[src/rtl/fetch_prefetch_queue_if.sv]
// Instruction-memory request/response channel between the prefetch queue and imem.
// Requests use a valid/ready handshake; responses return in request order.
interface fetch_prefetch_queue_if;
   localparam int unsigned XLEN = 32;

   logic            imem_req_valid;
   logic            imem_req_ready;
   logic [XLEN-1:0] imem_req_addr;
   logic            imem_rsp_valid;
   logic [XLEN-1:0] imem_rsp_data;

   modport master (
      output imem_req_valid, imem_req_addr,
      input  imem_req_ready, imem_rsp_valid, imem_rsp_data
   );

   modport slave (
      input  imem_req_valid, imem_req_addr,
      output imem_req_ready, imem_rsp_valid, imem_rsp_data
   );
endinterface

[src/rtl/fetch_prefetch_queue.sv]
// Instruction prefetch queue feeding IF/ID: in-order imem requests, DEPTH-entry
// buffer of {word, PC+4}, branch flush with drop counting of late responses.
module fetch_prefetch_queue #(
   parameter int unsigned DEPTH    = 4,
   parameter logic [31:0] RESET_PC = 32'h0000_0000
) (
   input  logic                          clk,
   input  logic                          rst,
   fetch_prefetch_queue_if.master        imem,
   input  logic                          ex_mem_pc_src,
   input  logic [31:0]                   ex_mem_npc,
   input  logic                          stall,
   output logic [31:0]                   if_id_instr,
   output logic [31:0]                   if_id_npc,
   output logic                          if_id_valid
);
   localparam int unsigned PW = (DEPTH > 1) ? $clog2(DEPTH) : 1;
   localparam int unsigned CW = $clog2(DEPTH) + 1;

   logic [31:0]   r_pc;
   logic [PW-1:0] r_head;
   logic [PW-1:0] r_tail;
   logic [CW-1:0] r_alloc_cnt;
   logic [CW-1:0] r_fill_cnt;
   logic [CW-1:0] r_drop_cnt;
   logic [31:0]   r_data [DEPTH];
   logic [31:0]   r_npc  [DEPTH];

   logic          w_req_valid;
   logic          w_acc;
   logic          w_drop;
   logic          w_fill;
   logic          w_pop;
   logic [CW-1:0] w_unfilled;
   logic [PW-1:0] w_fill_ptr;
   logic [31:0]   w_head_instr;

   logic [31:0]   w_pc_nxt;
   logic [PW-1:0] w_head_nxt;
   logic [PW-1:0] w_tail_nxt;
   logic [CW-1:0] w_alloc_nxt;
   logic [CW-1:0] w_fill_nxt;
   logic [CW-1:0] w_drop_nxt;

   // Entries fill strictly in order, so the oldest unfilled one sits fill_cnt past head.
   assign w_unfilled   = r_alloc_cnt - r_fill_cnt;
   assign w_fill_ptr   = r_head + PW'(r_fill_cnt);
   assign w_req_valid  = rst && !ex_mem_pc_src && ((r_alloc_cnt + r_drop_cnt) < CW'(DEPTH));
   assign w_acc        = w_req_valid && imem.imem_req_ready;
   assign w_drop       = imem.imem_rsp_valid && (r_drop_cnt != '0);
   assign w_fill       = imem.imem_rsp_valid && (r_drop_cnt == '0) && (w_unfilled != '0);
   assign w_pop        = !ex_mem_pc_src && !stall && ((r_fill_cnt != '0) || w_fill);
   assign w_head_instr = (r_fill_cnt != '0) ? r_data[r_head] : imem.imem_rsp_data;

   assign imem.imem_req_valid = w_req_valid;
   assign imem.imem_req_addr  = r_pc;

   always_comb begin
      w_pc_nxt    = r_pc;
      w_head_nxt  = r_head;
      w_tail_nxt  = r_tail;
      w_alloc_nxt = r_alloc_cnt;
      w_fill_nxt  = r_fill_cnt;
      w_drop_nxt  = r_drop_cnt;
      if (ex_mem_pc_src) begin
         // Every still-unfilled entry will see its word arrive later and must be discarded.
         w_pc_nxt    = ex_mem_npc;
         w_head_nxt  = '0;
         w_tail_nxt  = '0;
         w_alloc_nxt = '0;
         w_fill_nxt  = '0;
         w_drop_nxt  = r_drop_cnt + w_unfilled - CW'(w_drop) - CW'(w_fill);
      end else begin
         w_head_nxt  = r_head + PW'(w_pop);
         w_tail_nxt  = r_tail + PW'(w_acc);
         w_alloc_nxt = r_alloc_cnt + CW'(w_acc) - CW'(w_pop);
         w_fill_nxt  = r_fill_cnt + CW'(w_fill) - CW'(w_pop);
         w_drop_nxt  = r_drop_cnt - CW'(w_drop);
         if (w_acc) w_pc_nxt = r_pc + 32'd4;
      end
   end

   always_ff @(posedge clk or negedge rst) begin
      if (!rst) begin
         r_pc        <= RESET_PC;
         r_head      <= '0;
         r_tail      <= '0;
         r_alloc_cnt <= '0;
         r_fill_cnt  <= '0;
         r_drop_cnt  <= '0;
         if_id_instr <= '0;
         if_id_npc   <= '0;
         if_id_valid <= 1'b0;
      end else begin
         r_pc        <= w_pc_nxt;
         r_head      <= w_head_nxt;
         r_tail      <= w_tail_nxt;
         r_alloc_cnt <= w_alloc_nxt;
         r_fill_cnt  <= w_fill_nxt;
         r_drop_cnt  <= w_drop_nxt;
         if (ex_mem_pc_src) begin
            if_id_instr <= '0;
            if_id_valid <= 1'b0;
         end else if (!stall) begin
            if (w_pop) begin
               if_id_instr <= w_head_instr;
               if_id_npc   <= r_npc[r_head];
               if_id_valid <= 1'b1;
            end else begin
               if_id_instr <= '0;
               if_id_valid <= 1'b0;
            end
         end
      end
   end

   // Payload storage carries no reset; occupancy is tracked by the counters above.
   always_ff @(posedge clk) begin
      if (w_fill) r_data[w_fill_ptr] <= imem.imem_rsp_data;
      if (w_acc)  r_npc[r_tail]      <= r_pc + 32'd4;
   end
endmodule

[src/flat_wrapper.sv]
// flat-port wrapper written by rule: the top's interface ports become plain ports
module fetch_prefetch_queue_flat 
#(
   parameter int unsigned DEPTH    = 4,
   parameter logic [31:0] RESET_PC = 32'h0000_0000
)
  (clk, rst, ex_mem_pc_src, ex_mem_npc, stall, if_id_instr, if_id_npc, if_id_valid, imem_imem_req_valid, imem_imem_req_addr, imem_imem_req_ready, imem_imem_rsp_valid, imem_imem_rsp_data);
  fetch_prefetch_queue_if imem_i ();
  input  logic clk;
  input  logic rst;
  input  logic ex_mem_pc_src;
  input  logic [31:0] ex_mem_npc;
  input  logic stall;
  output logic [31:0] if_id_instr;
  output logic [31:0] if_id_npc;
  output logic if_id_valid;
  output wire logic [$bits(imem_i.imem_req_valid)-1:0] imem_imem_req_valid;
  output wire logic [$bits(imem_i.imem_req_addr)-1:0] imem_imem_req_addr;
  input wire logic [$bits(imem_i.imem_req_ready)-1:0] imem_imem_req_ready;
  input wire logic [$bits(imem_i.imem_rsp_valid)-1:0] imem_imem_rsp_valid;
  input wire logic [$bits(imem_i.imem_rsp_data)-1:0] imem_imem_rsp_data;
  assign imem_imem_req_valid = imem_i.imem_req_valid;
  assign imem_imem_req_addr = imem_i.imem_req_addr;
  assign imem_i.imem_req_ready = imem_imem_req_ready;
  assign imem_i.imem_rsp_valid = imem_imem_rsp_valid;
  assign imem_i.imem_rsp_data = imem_imem_rsp_data;
  fetch_prefetch_queue #(.DEPTH(DEPTH), .RESET_PC(RESET_PC)) u_core (.clk(clk), .rst(rst), .imem(imem_i), .ex_mem_pc_src(ex_mem_pc_src), .ex_mem_npc(ex_mem_npc), .stall(stall), .if_id_instr(if_id_instr), .if_id_npc(if_id_npc), .if_id_valid(if_id_valid));
endmodule
[config.mk]
export PLATFORM = sky130hd
export DESIGN_NAME = fetch_prefetch_queue_flat
export DESIGN_NICKNAME = d
export VERILOG_FILES = /design/src/rtl/fetch_prefetch_queue_if.sv /design/src/rtl/fetch_prefetch_queue.sv /design/src/flat_wrapper.sv
export SDC_FILE = /design/constraint.sdc
export NUM_CORES = 1
export LEC_CHECK = 0
export ABC_AREA = 1
export CAP_MARGIN = 20
export CELL_PAD_IN_SITES_DETAIL_PLACEMENT = 1
export CELL_PAD_IN_SITES_GLOBAL_PLACEMENT = 1
export CORE_ASPECT_RATIO = 1.1
export CORE_UTILIZATION = 40
export CTS_BUF_LIST = sky130_fd_sc_hd__clkbuf_2 sky130_fd_sc_hd__clkbuf_4 sky130_fd_sc_hd__clkbuf_8
export DETAILED_ROUTE_END_ITERATION = 12
export MAX_ROUTING_LAYER = met4
export PLACE_DENSITY = 0.8
export SYNTH_ARGS = -nofsm -noshare
export SYNTH_HDL_FRONTEND = slang
export SYNTH_SLANG_ARGS = --single-unit
[constraint.sdc]
create_clock -name clk -period 3.75 [get_ports clk]
set_input_delay 0.75 -clock clk [delete_from_list [all_inputs] [get_ports clk]]
set_output_delay 0.75 -clock clk [all_outputs]
set_load 0.01 [all_outputs]
After elaboration in Yosys (flattened, before gate mapping)

Memories as Yosys holds them, arrays and structs flattened. A register that Yosys moved wholly into a read port is not among the register bits.
Index checks and enable logic that the tools add are counted.

Register bits: 78
Memory bits (writable): 256
Output and inout bits: 98
Memories: 2

Memory list:

| memory        | words | bits a word | read ports | clocked after Yosys merged registers in | write ports | line                       | RTL |
|---|---|---|---|---|---|---|---|
| u_core.r_data | 4     | 32          | 1          | 0                                       | 1           | fetch_prefetch_queue.sv:26 | `logic [31:0] r_data [DEPTH];` |
| u_core.r_npc  | 4     | 32          | 1          | 1                                       | 1           | fetch_prefetch_queue.sv:27 | `logic [31:0] r_npc [DEPTH];` |

$add $sub $neg: 14
$lt $le $gt $ge: 1
Equality and inequality tests: 1
Muxes and demuxes: 18
Bitwise logic cells: 2
Reductions and logical operators: 18

Operators by type and width:

| cell                                           | count |
|---|---|
| 2-to-1 mux 32 bit                              | 6 |
| adder 32 x 3 -> 32 bit (second input constant) | 1 |
| subtractor 3 x 1 -> 3 bit                      | 5 |
| 2-to-1 mux 3 bit                               | 3 |
| nonzero test 3 bit                             | 3 |
| logical AND 1 bit                              | 8 |
| 2-to-1 mux 1 bit                               | 7 |
| adder 3 x 1 -> 3 bit                           | 2 |
| adder 3 bit                                    | 2 |
| adder 2 x 1 -> 2 bit                           | 2 |
| 2-to-1 mux 2 bit                               | 2 |
| zero test 1 bit                                | 3 |
| zero test 3 bit                                | 1 |
| < comparator 3 bit (second input constant)     | 1 |
| AND reduction 3 bit                            | 1 |
| subtractor 3 bit                               | 1 |
| adder 2 bit                                    | 1 |
| inequality test 2 bit (second input constant)  | 1 |
| NOT 1 bit                                      | 2 |
| nonzero test 2 bit                             | 1 |
| logical OR 1 bit                               | 1 |

Depth between registers and ports, before layout

Gate-level depths: netlist of the first run.

Depth after elaboration: 8
Depth in mapped cells: 21
Mapped depth without buffers: 21

Worst setup path after synthesis of the first run

No wires, ideal clock.

Path kind: input -> register
Start: input port ex_mem_pc_src
End: memory u_core.r_npc[0][0] (enable)
Setup time: 461 ps
Arrival: 3713 ps
Slack: -424 ps
Stages on the path: 6
Cells stage by stage: clkbuf_1 -> nor2_1 -> nand4_2 -> buf_6 -> buf_6 -> nor3_1

Word-level cells in the longest chain between the ends: 6

Ends and longest elaborated chain:

| element                                | line                        | RTL |
|---|---|---|
| start, declared                        | flat_wrapper.sv:11          | `input logic ex_mem_pc_src;` |
| zero test 1 bit                        | fetch_prefetch_queue.sv:48  | `assign w_req_valid = rst && !ex_mem_pc_src && ((r_alloc_cnt + r_drop_cnt) < CW'(DEPTH));` |
| logical AND 1 bit (2 in a row)         | fetch_prefetch_queue.sv:48  |  |
| logical AND 1 bit                      | fetch_prefetch_queue.sv:49  | `assign w_acc = w_req_valid && imem.imem_req_ready;` |
| 2-to-1 mux 1 bit                       | fetch_prefetch_queue.sv:120 | `if (w_acc) r_npc[r_tail] <= r_pc + 32'd4;` |
| 2-to-1 mux 1 bit (not written as such) | fetch_prefetch_queue.sv:120 |  |
| end, declared                          | fetch_prefetch_queue.sv:27  |  |

No other way between the ends.

Worst setup path in the final report of the first run

Start: register u_core.r_alloc_cnt[0]
End: register u_core.r_drop_cnt[2]

Word-level cells in the longest chain between the ends: 5
Elaborated cells between the ends (all ways): 7

Ends and longest elaborated chain:

| element                                                        | line                                                   | RTL |
|---|---|---|
| start, declared                                                | fetch_prefetch_queue.sv:23                             | `logic [CW-1:0] r_alloc_cnt;` |
| start signal, assigned                                         | fetch_prefetch_queue.sv:98                             | `r_alloc_cnt <= w_alloc_nxt;` |
| subtractor 3 bit *                                             | fetch_prefetch_queue.sv:46                             | `assign w_unfilled = r_alloc_cnt - r_fill_cnt;` |
| adder 3 bit or nonzero test 3 bit (tied branches)              | fetch_prefetch_queue.sv:72, fetch_prefetch_queue.sv:51 |  |
| subtractor 3 x 1 -> 3 bit or logical AND 1 bit (tied branches) | fetch_prefetch_queue.sv:72, fetch_prefetch_queue.sv:51 |  |
| subtractor 3 x 1 -> 3 bit *                                    | fetch_prefetch_queue.sv:72                             | `w_drop_nxt = r_drop_cnt + w_unfilled - CW'(w_drop) - CW'(w_fill);` |
| 2-to-1 mux 3 bit *                                             | fetch_prefetch_queue.sv:65                             | `if (ex_mem_pc_src) begin` |
| via u_core.w_drop_nxt[2]                                       | fetch_prefetch_queue.sv:43                             | `logic [CW-1:0] w_drop_nxt;` |
| end signal, assigned                                           | fetch_prefetch_queue.sv:100                            | `r_drop_cnt <= w_drop_nxt;` |
| end, declared                                                  | fetch_prefetch_queue.sv:25                             | `logic [CW-1:0] r_drop_cnt;` |

Mark *: on every way through the listed nets, which the timed path passes. The rest lies on a longest branch.
A chain may end at the register's enable or synchronous reset.

==> results of run 1 <==
-- final cells by class --
class                           instances  share of cell area (%)
Multi-Input combinational cell       1034                    26.3
Clock buffer                           89                    5.53
Clock inverter                         22                    1.09
Timing Repair Buffer                  206                    9.97
Sequential cell                       366                    52.5
Inverter                               73                    1.38
Antenna cell                            3                  0.0377
Tap cell                              513                    3.23
-- worst paths after layout --
| kind | end | slack (ns) | cells after the start |
|---|---|---|---|
| max | u_core.r_drop_cnt[2] | 0.04 | 18 |
| min | u_core.imem.imem_req_addr[16] | 0.47 | 2 |
| max reg2reg | u_core.r_drop_cnt[2] | 0.04 | 18 |
| min reg2reg | u_core.if_id_npc[1] | 0.47 | 2 |
| max in group asynchronous | u_core.r_head[0] | 2.18 | 3 |
| min in group clk | u_core.if_id_npc[1] | 0.47 | 2 |
-- cells by family after synthesis --
group,Yosys count,share of synthesized area [%]
simple gates,815,22.6
flops,366,63.8
compound gates,178,5.70
buf+inv,154,4.89
xor+xnor,21,1.17
fa+ha+maj,20,1.81
-- where the power goes --
| part | internal (mW) | switching, mW |
|---|---|---|
| combinational | 1.58 | 2.55 |
| clock | 2.16 | 1.64 |
| sequential | 4.91 | 0.368 |
| total | 8.65 | 4.56 |
-- worst max-delay path: cells and delay by family, from the launching register on --
family	cells	cell delay (ns)
DFF	1	0.37
adders and majority gates	6	2.17
buffers and inverters	3	0.14
AOI/OAI and AO/OA	1	0.06
xor gates and xnor gates	1	0.16
and+or+nand+nor	7	0.67
-- state kept, by name, indices dropped and copies added (netlist names) --
signal / flops
u_core.if_id_npc: 32
u_core.r_tail: 2
u_core.r_drop_cnt: 3
u_core.r_data: 128
u_core.if_id_valid: 1
u_core.r_alloc_cnt: 3
u_core.imem.imem_req_addr: 32
u_core.r_npc: 128
u_core.r_fill_cnt: 3
u_core.if_id_instr: 32
u_core.r_head: 2
-- through the flow --
stage | total power, mW | utilization (%) | hold WS [ns] | instance area, um2
after floorplan | 7.91 | - | 0.454 | 16400
after global placement | 9.26 | 46.0 | 0.452 | 18500
after detailed placement | 9.44 | 46.0 | 0.461 | 18500
after CTS | 13.4 | 49.4 | 0.417 | 19900
after global routing | 14.0 | 49.4 | 0.432 | 19900
final | 13.2 | 49.4 | 0.470 | 19900
-- per-layer routing --
metal / global-route usage, % / up-vias / part of all wire [%]
met5: - / - / 0
met4: 6.38 / 0 / 1.9
met3: 4.11 / 56 / 4.9
met2: 40.0 / 308 / 51
met1: 27.6 / 6053 / 42
li1: - / 5617 / -
-- repair_timing --
| item | 4_1_cts | 5_1_grt |
|---|---|---|
| buffers inserted | 1 | 1 |
| pin swaps | 3 | 1 |
| setup endpoints to repair | 1 | 1 |
| hold endpoints to repair | 4 | 0 |
| resized for setup | 7 | 3 |
| hold buffers | 1 | 0 |
| gates cloned | 0 | 0 |
-- cell usage in the layout (no fill, tap or decap), types with 5 or more instances in the layout --
cell type                         count
sky130_fd_sc_hd__nand2_1            380
sky130_fd_sc_hd__edfxtp_1           256
sky130_fd_sc_hd__nor2_1             242
sky130_fd_sc_hd__clkdlybuf4s50_1    165
sky130_fd_sc_hd__dfrtp_1            108
sky130_fd_sc_hd__nand3_1             98
sky130_fd_sc_hd__o21ai_0             87
sky130_fd_sc_hd__clkbuf_8            69
sky130_fd_sc_hd__nand3_2             62
sky130_fd_sc_hd__inv_1               61
sky130_fd_sc_hd__o21ai_1             56
sky130_fd_sc_hd__buf_4               37
sky130_fd_sc_hd__o22ai_1             32
sky130_fd_sc_hd__clkbuf_4            20
sky130_fd_sc_hd__ha_1                12
sky130_fd_sc_hd__inv_2               11
sky130_fd_sc_hd__xnor2_1             11
sky130_fd_sc_hd__clkinv_2            11
sky130_fd_sc_hd__xor2_1               8
sky130_fd_sc_hd__nor2_4               5
==> summary.log, run 1 <==
[cts] root cell of the clock tree sky130_fd_sc_hd__clkbuf_8
[synth] syn avg cell area 10.5 um2
[die] area of the placeable core 40300 um2
[synth] Seq/Total Area, Yosys 63.8%
[synth] post-synthesis net count 1644
[timing] worst-case setup margin in the final layout 0.0385 ns
[detailed_routing] overall via count from detail_route 12.0k
[synth] proportion of synthesized flip-flops having asynchronous set or reset 30.1%
[run] max-cap violation count 0
[place] pre-CTS setup slack -0.220 ns
[timing] unrepaired setup endpoints after global routing yes
[place] count of buffers inserted at the top-level ports 167
[timing] worst clock skew 0.0287 ns
[die] horizontal extent of the die 195 um
[detailed_routing] Vias per Instance 5.22
[synth] instance count of the mapped netlist 1554
[cts] maximum number of buffers from clock root to sink 3
[cts] number of H-tree levels 2
[grt] initial antenna violation count 3
[die] io pins 168
[detailed_routing] remaining number of nets flagged by the antenna check after routing 0
[critical_path] cells along the critical path inv_2 -> ha_4 -> fa_2 -> nand2_1 -> nand3b_4 -> nand2_4 -> inv_2 -> fa_1 -> fa_1 -> inv_1 -> ha_2 -> fa_2 -> xnor2_2 -> or2b_1 -> nand2_1 -> nand2_1 -> nand3_1 -> o21ai_1
[timing] clock period minus final worst setup slack 3.71 ns
[cts] number of clock buffers inserted by TritonCTS 60
[die] effective utilization at floorplan 40.6%
[grt] vias in the first global route 13.1k
[critical_path] crit-path most repeated cell sky130_fd_sc_hd__nand2_1
[critical_path] startpoint type of the worst setup path flop
[place] Cells after DPL 2189
[critical_path] Critical Path Fanout Max 2
[layout] storage element area 10400 um2
[critical_path] worst-path cell with the longest stage delay sky130_fd_sc_hd__fa_2
[synth] share of Yosys cell area claimed by the top area cell type 47.0%
[grt] overall fraction of global-route tracks in use 23.1%
[timing] transition time at the pin with the least slew margin 0.815 ns
[detailed_routing] number of iterations in the first detailed-routing pass 5
[synth] cell taking the most area after synthesis sky130_fd_sc_hd__edfxtp_1
[cts] insertion delay to the later sink of the worst-skew pair 0.65 ns
[die] height of the die 214 um
[timing] TNS Setup 0 ns
[critical_path] type of the worst setup path flop to flop
[synth] count of flip-flops with a built-in enable after synthesis 256
[timing] maximum achievable frequency 269 MHz
[grt] maximum number of pins on one net before global-route repair 72
[layout] final standard cell count with taps included and fillers excluded 2306
[synth] Yosys Warn Count 0
[layout] area of the multi-input gates 5230 um2
[die] full die area 41700 um2
[synth] Top FF cell, synth sky130_fd_sc_hd__edfxtp_1
[critical_path] arrival time of the worst setup path 4.24 ns
[detailed_routing] post-detailed-routing wire length 45800 um
[die] Cell Rows 77
[synth] ranking of synthesized cells by area sky130_fd_sc_hd__edfxtp_1, sky130_fd_sc_hd__dfrtp_1, sky130_fd_sc_hd__nand2_1
[place] routability congestion estimate 0.831
[pwr] Worst VDD drop 343 uV
[detailed_routing] 1st-iter DRT viols 682
[cts] clock tree from TritonCTS yes
[layout] synthesis-to-layout area growth 21.7%
[timing] Max-slew headroom 45.7%
[grt] total congestion overflow 0
[worst_hold_path] type of the most critical hold path input port to asynchronous set/reset pin
[timing] max-slew violation count 0
[place] half-perimeter wire length after placement 28700 um
[pwr] leakage power total 8.00 nW
[timing] setup-violating endpoint count in the final report 0
[critical_path] Reg-to-Reg Start u_core.r_alloc_cnt[0]
[critical_path] data required time at the worst endpoint 4.28 ns
[synth] most frequent cell after synthesis sky130_fd_sc_hd__nand2_1
[detailed_routing] Routed wire per std cell 19.9 um
[synth] number of register bits inferred by synthesis 366
[status] run status finished, final reports clean
[timing] final cycle utilization of the critical path 99.0%
[critical_path] longest individual stage delay on the worst path 0.54 ns
[grt] wire length of the first global-routing pass 72500 um
[synth] count of cell types in the netlist 36
[layout] NumNets Final 1831
[pwr] ratio of total power to cell area 664 nW/um2
[detailed_routing] DRC 0
[timing] final hold violations 0
[layout] number of inserted filler cells in the final layout 4406
[critical_path] Crit. End Element flop
[critical_path] first element of the critical path u_core.r_alloc_cnt[0]
[synth] cell area after synthesis 16400 um2
[layout] share of final-layout standard cells stronger than drive strength 1 14.4%
[cts] TritonCTS Sinks 366
[cts] clock edge transition at the registers on the reported setup and hold paths 0.07 ns
[synth] leading cell types by count after synthesis sky130_fd_sc_hd__nand2_1, sky130_fd_sc_hd__edfxtp_1, sky130_fd_sc_hd__nor2_1
Note: power is estimated with default switching activity, not from simulation.
==> run 2, diff against run 1 <==
CAP_MARGIN = 30   (was 20)
==> results of run 2 <==
Final layout, timing and power as in run 1 (identical DEF).
==> run 3, diff against run 2 <==
PLACE_DENSITY = 0.77   (was 0.8)
clock period = 4.05 ns   (was 3.75 ns; I/O delays follow)
==> run 3 against run 2 <==
  * Critical path type unchanged
  * Critical endpoint unchanged
  * Sequential cell count stayed put
  * Worst setup slack improved by 0.16 ns
  * Cell area is 0.37% higher
  * First-iteration DRC count fell by 5.6%
  * Routed wire length up 1.5%
  * Non-clock buffer count decreased by 3
  * Fmax is 3.5% lower
  * Via count is 0.61% higher
  * Combinational power down 9.0%
  * Clock skew hardly changed
  * Global-route usage rose by 0.28 points
==> summary.log, run 3 (synthesis gave the netlist of run 1 again) <==
[timing] max-slew violation count 0
[grt] wire length of the first global-routing pass 73400 um
[pwr] net load switching power 4.26 mW
[timing] transition time at the pin with the least slew margin 0.878 ns
[pwr] ratio of total power to cell area 626 nW/um2
[timing] clock period minus final worst setup slack 3.85 ns
[place] area of placed instances 18500 um2
[critical_path] worst r2r path cells 18
[cts] clock edge transition at the registers on the reported setup and hold paths 0.06 ns
[detailed_routing] Vias per Instance 5.24
[die] effective utilization at floorplan 40.6%
[layout] most used cells in the layout excluding fill and tap cells sky130_fd_sc_hd__nand2_1, sky130_fd_sc_hd__edfxtp_1, sky130_fd_sc_hd__nor2_1, sky130_fd_sc_hd__clkdlybuf4s50_1, sky130_fd_sc_hd__dfrtp_1
[detailed_routing] post-detailed-routing wire length 46500 um
[grt] maximum number of pins on one net before global-route repair 111
[timing] final hold violations 0
[critical_path] data required time at the worst endpoint 4.51 ns
[pwr] share of total power in sequential cells 39.3%
[critical_path] startpoint type of the worst setup path flop
[detailed_routing] remaining number of nets flagged by the antenna check after routing 0
[pwr] internal cell power 8.24 mW
[cts] root cell of the clock tree sky130_fd_sc_hd__clkbuf_8
[layout] area of all placed cells without fillers 20000 um2
[critical_path] type of the worst setup path flop to flop
[die] io pins 168
[pwr] Final Power 12.5 mW
[timing] unrepaired setup endpoints after global routing no
[timing] worst-case setup margin in the final layout 0.203 ns
[place] pre-CTS setup slack -0.0175 ns
[critical_path] Critical Path Fanout Max 2
[critical_path] worst-path cell with the longest stage delay sky130_fd_sc_hd__fa_2
[critical_path] Crit. End Element flop
[pwr] Worst VDD drop 347 uV
[die] horizontal extent of the die 195 um
[pwr] leakage power total 8.03 nW
[die] Cell Rows 77
[layout] biggest registers after layout u_core.r_data (128), u_core.r_npc (128)
[cts] clock tree from TritonCTS yes
[critical_path] endpoint of the lowest-slack register-to-register path u_core.r_drop_cnt[2]
[cts] TritonCTS Sinks 366
[critical_path] Reg-to-Reg Start u_core.r_alloc_cnt[0]
[grt] overall fraction of global-route tracks in use 23.4%
[detailed_routing] 1st-iter DRT viols 644
[die] area of the placeable core 40300 um2
[die] full die area 41700 um2
[critical_path] first element of the critical path u_core.r_alloc_cnt[0]
[critical_path] longest individual stage delay on the worst path 0.54 ns
[pwr] Clock Power Share 30.6%
[timing] worst clock skew 0.0282 ns
[grt] total congestion overflow 0
[status] run status finished, final reports clean
[cts] maximum number of buffers from clock root to sink 3
[timing] Max-slew headroom 41.4%
[timing] maximum achievable frequency 260 MHz
[critical_path] critical path endpoint u_core.r_drop_cnt[2]
[timing] final cycle utilization of the critical path 95.0%
[pwr] switching portion of total power 34.1%
[cts] number of clock buffers inserted by TritonCTS 66
[critical_path] worst setup slack for register-to-register paths 0.20 ns
[layout] fraction of the core area covered by cells at the end of the flow 49.6%
[layout] NumNets Final 1834
[place] half-perimeter wire length after placement 28900 um
[critical_path] cells along the critical path inv_1 -> ha_2 -> fa_2 -> nand2_1 -> nand3b_2 -> nand2_4 -> inv_1 -> fa_1 -> fa_1 -> inv_1 -> ha_1 -> fa_2 -> xnor2_2 -> or2b_1 -> nand2_1 -> nand2_1 -> nand3_1 -> o21ai_1
[layout] number of inserted filler cells in the final layout 4415
[detailed_routing] overall via count from detail_route 12.1k
[layout] antenna diode count 0
[layout] most common library cell in the layout ignoring fill and taps sky130_fd_sc_hd__nand2_1
[critical_path] arrival time of the worst setup path 4.31 ns
[place] routability congestion estimate 0.805
[place] count of buffers inserted at the top-level ports 167
[grt] initial antenna violation count 0
[detailed_routing] number of iterations in the first detailed-routing pass 5
[die] height of the die 214 um
[grt] vias in the first global route 13.2k
[cts] insertion delay to the later sink of the worst-skew pair 0.60 ns
[cts] number of H-tree levels 3
[timing] setup-violating endpoint count in the final report 0
[layout] share of final-layout standard cells stronger than drive strength 1 14.0%
[worst_hold_path] type of the most critical hold path input port to asynchronous set/reset pin
[cts] CTS Hold Bufs 0
[run] max-cap violation count 0
[detailed_routing] Routed wire per std cell 20.1 um
[detailed_routing] DRC 0
[layout] synthesis-to-layout area growth 22.1%
[pwr] combinational group share of total power 30.1%
## run 3: power groups by stage
stage	Clock (mW)	Sequential (mW)	Combinational [mW]
after global routing	4.05	4.96	4.18
after detailed placement	0	4.98	3.74
after floorplan	0	5.00	2.31
final	3.83	4.91	3.76
after global placement	0	4.96	3.57
after CTS	3.91	4.91	3.77
## run 3: worst min-delay path by stage
| stage | startpoint | to | cells past startpoint |
|---|---|---|---|
| floorplan | rst | u_core.if_id_instr[0] | 0 |
| global placement | u_core.if_id_npc[31] | u_core.if_id_npc[31] | 2 |
| detailed placement | u_core.if_id_npc[31] | u_core.if_id_npc[31] | 2 |
| CTS | rst | u_core.imem.imem_req_addr[28] | 2 |
| global route | rst | u_core.imem.imem_req_addr[23] | 2 |
| finish | rst | u_core.imem.imem_req_addr[23] | 2 |
## run 3: metal layers
metal	track usage (%)	up-vias	part of all wire [%]
met5	-	-	0
met1	29.3	6124	43
met2	38.9	296	51
met3	3.55	59	4.3
li1	-	5628	-
met4	7.59	0	2.1
## run 3: timing repair
| item | CTS | global route |
|---|---|---|
| setup buffers | 0 | 3 |
| gates resized for setup | 0 | 6 |
| endpoints found under the setup margin | 0 | 1 |
## run 3: per-stage QoR
| stage | hold slack [ns] | cells | TNS [ns] |
|---|---|---|---|
| after floorplan | 0.505 | 1554 | -23.60 |
| after global placement | 0.455 | 2186 | 0 |
| after detailed placement | 0.461 | 2186 | -0.0175 |
| after CTS | 0.418 | 2307 | 0 |
| after global routing | 0.444 | 2310 | 0 |
| final | 0.415 | 2310 | 0 |
## run 3: cell type report
type,instances,area (um2),share of cell area (%)
well taps,513,642,3.21
inverters,73,275,1.38
multi-input cells,1034,5190,26.0
clock buffers,93,1180,5.91
repair buffers,203,1960,9.81
clock inverters,28,280,1.40
flip-flops and latches,366,10400,52.3
## run 3: worst max-delay path, delay by kind of cell (launching register included)
kind                     cells  cell delay [ns]
adder cells (fa/ha/maj)      6             2.25
flip-flops                   1             0.35
buffers and inverters        3             0.16
XOR/XNOR                     1             0.15
AO/OA/AOI/OAI                1             0.06
AND/OR/NAND/NOR              7             0.77
